==> config.mk <==
export PLATFORM = sky130hd
export DESIGN_NAME = interrupt_ctrl
export DESIGN_NICKNAME = d
export VERILOG_FILES = /design/src/rtl/interrupt_ctrl.sv
export SDC_FILE = /design/constraint.sdc
export NUM_CORES = 1
export LEC_CHECK = 0
export CAP_MARGIN = 30
export CORE_UTILIZATION = 52
export CTS_CLUSTER_SIZE = 28
export DETAILED_ROUTE_END_ITERATION = 7
export MAX_ROUTING_LAYER = met4
export PLACE_DENSITY = 0.82
export SLEW_MARGIN = 0
export SYNTH_ARGS = -nofsm -noshare
export SYNTH_HDL_FRONTEND = slang
export SYNTH_SLANG_ARGS = --single-unit
==> constraint.sdc <==
create_clock -name clk -period 2.11 [get_ports clk]
set_clock_uncertainty 0.1 [all_clocks]
set_input_delay 0.3165 -clock clk [delete_from_list [all_inputs] [get_ports clk]]
set_output_delay 0.3165 -clock clk [all_outputs]
set_load 0.1 [all_outputs]
==> src/rtl/interrupt_ctrl.sv <==
// Interrupt controller: edge-detects pulse lines into pending bits, masks and prioritises them,
// and holds one level request with source ID until the CPU acks. Registered rdata, 1-cycle read latency.
module interrupt_ctrl #(
    parameter int NUM_SRC = 4,
    parameter int CNT_W   = 8
) (
    input  logic               clk,
    input  logic               reset,
    input  logic [NUM_SRC-1:0] irq_in,
    input  logic               wr_en,
    input  logic               rd_en,
    input  logic [1:0]         addr,
    input  logic [7:0]         wdata,
    output logic [7:0]         rdata,
    output logic               irq_out,
    output logic [2:0]         irq_id,
    input  logic               ack
);

    typedef enum logic [1:0] {IDLE, ASSERT, GAP} state_t;

    state_t             state_q;
    logic               irq_out_q;
    logic [2:0]         irq_id_q;
    logic [NUM_SRC-1:0] prev_q;
    logic [NUM_SRC-1:0] pend_q, pend_d;
    logic [NUM_SRC-1:0] mask_q, mask_d;
    logic [CNT_W-1:0]   ovr_q, ovr_d;
    logic [7:0]         rdata_q, rdata_d;

    logic [NUM_SRC-1:0] edge_v, id_sel, clr, req, wbits;
    logic               wr_pend, wr_mask, wr_ovr, drop;
    logic [2:0]         first_id;
    logic               unused_wdata;

    function automatic logic [2:0] lowest(input logic [NUM_SRC-1:0] v);
        lowest = 3'd0;
        for (int i = NUM_SRC - 1; i >= 0; i--) begin
            if (v[i]) lowest = 3'(i);
        end
    endfunction

    assign unused_wdata = ^wdata;

    always_comb begin
        wbits    = wdata[NUM_SRC-1:0];
        edge_v   = irq_in & ~prev_q;
        id_sel   = NUM_SRC'(1) << irq_id_q;
        wr_pend  = wr_en && (addr == 2'd0);
        wr_mask  = wr_en && (addr == 2'd1);
        wr_ovr   = wr_en && (addr == 2'd3);
        clr      = ((state_q == ASSERT) && ack) ? id_sel : '0;
        if (wr_pend) clr = clr | wbits;
        // Set wins over clear: an edge landing on its own clear keeps the bit pending.
        pend_d   = (pend_q & ~clr) | edge_v;
        mask_d   = wr_mask ? wbits : mask_q;
        req      = pend_q & mask_q;
        first_id = lowest(req);
        drop     = ack || (wr_pend && |(wbits & id_sel)) || (wr_mask && !(|(wbits & id_sel)));

        ovr_d = ovr_q;
        if (wr_ovr) begin
            ovr_d = '0;
        end else if (|(edge_v & pend_q & ~clr) && (ovr_q != {CNT_W{1'b1}})) begin
            ovr_d = ovr_q + 1'b1;
        end

        rdata_d = rdata_q;
        if (rd_en) begin
            case (addr)
                2'd0:    rdata_d = 8'(pend_q);
                2'd1:    rdata_d = 8'(mask_q);
                2'd2:    rdata_d = {irq_out_q, 4'b0000, irq_id_q};
                default: rdata_d = 8'(ovr_q);
            endcase
        end
    end

    always_ff @(posedge clk or posedge reset) begin
        if (reset) begin
            prev_q  <= '0;
            pend_q  <= '0;
            mask_q  <= '0;
            ovr_q   <= '0;
            rdata_q <= '0;
        end else begin
            prev_q  <= irq_in;
            pend_q  <= pend_d;
            mask_q  <= mask_d;
            ovr_q   <= ovr_d;
            rdata_q <= rdata_d;
        end
    end

    always_ff @(posedge clk or posedge reset) begin
        if (reset) begin
            state_q   <= IDLE;
            irq_out_q <= 1'b0;
            irq_id_q  <= 3'd0;
        end else begin
            case (state_q)
                IDLE: begin
                    if (|req) begin
                        irq_id_q  <= first_id;
                        irq_out_q <= 1'b1;
                        state_q   <= ASSERT;
                    end
                end
                ASSERT: begin
                    if (drop) begin
                        irq_out_q <= 1'b0;
                        state_q   <= GAP;
                    end
                end
                GAP: begin
                    state_q <= IDLE;
                end
                default: begin
                    irq_out_q <= 1'b0;
                    state_q   <= IDLE;
                end
            endcase
        end
    end

    assign rdata   = rdata_q;
    assign irq_out = irq_out_q;
    assign irq_id  = irq_id_q;

endmodule

==> metrics.md, run 1 <==
| Metric | Value |
|---|---|
| Pre-antenna DRT Iters | `4` |
| Highest achievable clock rate | `524 MHz` |
| Cell variety after synth | `42` |
| Number of fill cells | `251` |
| Clock sinks | `33` |
| IR drop worst, VDD | `0.923 mV` |
| Final-report hold violation count | `0` |
| Crit share post-route | `0.905` |
| Type of element capturing the critical path | `flip-flop` |
| CTS resizes | `0` |
| Number of buffers created by CTS | `5` |
| Instance count of the mapped netlist | `177` |
| Overall routing resource usage | `0.255` |
| First-iteration detailed-routing DRC count | `89` |
| Register area | `828 um^2` |
| TritonCTS clock tree | `yes` |
| Final antenna diode count | `0` |
| WL final | `3950 um` |
| Top library cells by usage in the layout, fill and taps aside | `31 x sky130_fd_sc_hd__dfrtp_1, 27 x sky130_fd_sc_hd__nand2_1, 24 x sky130_fd_sc_hd__buf_4` |
| Cells taking the most area after synthesis | `sky130_fd_sc_hd__dfrtp_1 45%, sky130_fd_sc_hd__mux2i_1 6.0%, sky130_fd_sc_hd__nand2_1 5.6%` |
| Mean instance size in the synthesized netlist | `10.3 um^2` |
| DPL Wire Length | `3020 um` |
| Total power density per cell area | `1130 nW/um^2` |
| Number of antenna violations at the first check in global routing | `0` |
| Ratio of routed vias to standard cells | `5.84` |
| CTS max path bufs | `2` |
| RSZ-0062 raised after global routing | `false` |
| Routed vias | `1541` |
| Total Nets Final | `237` |
| Clock-pin slew on the worst setup and hold paths | `100 ps` |
| Overflow left after global routing | `0` |
| Average detailed-routed wire length per instance | `15.0 um` |
| Setup crit start kind | `primary input` |
| Row Count | `21` |
| Critical register-to-register path endpoint | `irq_out` |
| Worst Hold Class | `primary input to async pin` |
| RR Startpoint | `irq_id[0]` |
| Die X | `61.2 um` |
| Total standard cell area after synthesis | `1820 um^2` |
| Worst EP required | `2290 ps` |
| Post-CTS setup buffer count | `0` |
| Sequential share of the synthesized area | `0.454` |
| Number of cells on the worst reg-to-reg path | `5` |
| Clock period minus final worst setup slack | `1910 ps` |
| Final setup fails | `0` |
| Post-synth EDFFs | `0` |
| Chip Height | `61.2 um` |
| Critical path start-end classification | `primary input to flip-flop` |
| Synthesized Nets | `197` |
| Number of slew-limit violations in the final report | `0` |
| Worst-margin pin slew | `550 ps` |
| Clock tree root buffer cell | `sky130_fd_sc_hd__clkbuf_4` |
| CP max stage cell | `sky130_fd_sc_hd__clkdlybuf4s50_1` |
| Die area | `3740 um^2` |
| Signal arrival time at the worst endpoint | `2090 ps` |
| Vias in the first global route | `1439` |
| Cell count after placement | `256` |
| Fraction of layout cells with a size suffix above 1 | `0.225` |
| Layout Utilization | `0.670` |
| Worst relative slew slack | `0.633` |
| Status | `finished clean` |
| Cell type with the highest aggregate area in the netlist | `sky130_fd_sc_hd__dfrtp_1` |
| Largest stage delay on the critical path | `510 ps` |
| Area share of the largest cell type after synthesis | `0.454` |
| Initial Util | `0.546` |
| Non-Filler Instances | `264` |
| #FFs+latches synth | `33` |
| Number of top-level design ports | `31` |
| Number of buffers inserted by port buffering | `25` |
| Number of nets with antenna violations after detailed routing | `0` |
| CP cell instances | `clkdlybuf4s50_1 > and4bb_2 > a211oi_2 > a41oi_2 > a2bb2oi_1 > mux2i_1` |
| Reg-to-reg slack, setup | `230 ps` |
| Total of warnings raised by yosys | `0` |
| Maximum number of pins on one net before global-route repair | `22` |
| Hold Buf Count CTS | `0` |
| Combined area of the multi-input logic cells | `918 um^2` |
| Area of the placeable core | `3340 um^2` |
| Cell type group with the largest total delay on the critical path | `compound AO/OA/AOI/OAI gates` |
| Most common cell after layout, fill and taps aside | `sky130_fd_sc_hd__dfrtp_1` |
| Number of buffers and inverters on the critical path | `1` |
| Synthesis-to-layout area growth | `22.7%` |
| CP Max Fanout | `7` |
| Post-route DRC | `0` |
| Post-synthesis async set-or-reset flop share | `1.00` |
| Leak | `0.000985 uW` |
| Worst-Skew Late Latency | `350 ps` |
| Htree depth | `2` |
| Prevailing post-synth register cell | `sky130_fd_sc_hd__dfrtp_1` |
| Routability congestion estimate | `0.912` |
| Wire length of the first global-routing pass | `6530 um` |
| Max-capacitance violation count | `0` |
## cells in the mapped netlist, types with 3 or more instances
| master | n |
|---|---|
| sky130_fd_sc_hd__dfrtp_1 | 33 |
| sky130_fd_sc_hd__and3_1 | 3 |
| sky130_fd_sc_hd__nor2_1 | 8 |
| sky130_fd_sc_hd__nand2b_1 | 9 |
| sky130_fd_sc_hd__a21oi_1 | 5 |
| sky130_fd_sc_hd__nand3_1 | 8 |
| sky130_fd_sc_hd__mux2i_1 | 11 |
| sky130_fd_sc_hd__inv_1 | 11 |
| sky130_fd_sc_hd__buf_4 | 3 |
| sky130_fd_sc_hd__nand4bb_1 | 3 |
| sky130_fd_sc_hd__mux2_2 | 6 |
| sky130_fd_sc_hd__nand2_1 | 27 |
| sky130_fd_sc_hd__o22ai_1 | 11 |
## cell type report
cell class                 instances  area share
multi-input combinational        127       0.411
sequential                        33       0.371
timing repair buffer              39       0.152
tap                               46      0.0258
clock buffer                       8      0.0218
inverter                          11      0.0185
## stage by stage
| step | worst slack, ps | instance area, um^2 | TNS (ps) | hold WS (ps) | power, uW |
|---|---|---|---|---|---|
| 2_1_floorplan | 49.5 | 1820 | 0 | 248 | 1850 |
| 3_3_place_gp | -95.4 | 2190 | -518 | 343 | 2140 |
| 3_5_place_dp | -143 | 2190 | -1120 | 362 | 2190 |
| 4_1_cts | 218 | 2230 | 0 | 220 | 2530 |
| 5_1_grt | 75.4 | 2230 | 0 | 265 | 2670 |
| 6_report | 200 | 2230 | 0 | 206 | 2530 |
## registers in the layout (all words and copies together) (netlist names)
name     count
irq_out      1
mask_q       4
pend_q       4
irq_id       2
ovr_q        8
prev_q       4
state_q      2
rdata        8
## per-layer routing
metal | global-route usage | routed length (um)
met1 | 0.310 | 1670
met2 | 0.394 | 2000
met3 | 0.0693 | 218
met4 | 0.123 | 60
met5 | - | 0
## worst max path at each step
| stage | from | to | slack, ps | cells past startpoint |
|---|---|---|---|---|
| 2_1_floorplan | irq_id[0] | irq_out | 50 | 5 |
| 3_3_place_gp | addr[1] | ovr_q[6] | -100 | 6 |
| 3_5_place_dp | addr[1] | ovr_q[6] | -140 | 6 |
| 4_1_cts | addr[1] | ovr_q[5] | 220 | 6 |
| 5_1_grt | addr[1] | ovr_q[3] | 80 | 6 |
| 6_report | addr[1] | ovr_q[6] | 200 | 6 |
## cells by family (layout without fill, tap and decap cells)
kind of cell | after synthesis | in the layout | synth area share
flip-flops | 33 | 33 | 0.454
buffers and inverters | 17 | 58 | 0.0419
AND/OR/NAND/NOR | 68 | 68 | 0.204
adder cells (fa/ha/maj) | 1 | 1 | 0.00687
AO/OA/AOI/OAI | 36 | 36 | 0.150
XOR/XNOR | 1 | 1 | 0.00481
multiplexers | 20 | 20 | 0.137
other | 1 | 1 | 0.00206
## where the power goes
part	internal, uW	total [uW]	leakage [uW]	switching, uW
Sequential	796	996	0.000402	201
Clock	133	346	0.0000265	213
Combinational	423	1190	0.000557	762
Total	1350	2530	0.000985	1180
(Power assumes the default switching activity.)
==> run 2, diff against run 1 <==
CTS_CLUSTER_DIAMETER = 60   (was unset)
==> results of run 2 <==
The final DEF is identical to that of run 1; final timing and power are the same.
==> run 3, diff against run 2 <==
SKIP_LAST_GASP = 1   (was unset)
==> results of run 3 <==
The final DEF is identical to that of run 1; final timing and power are the same.
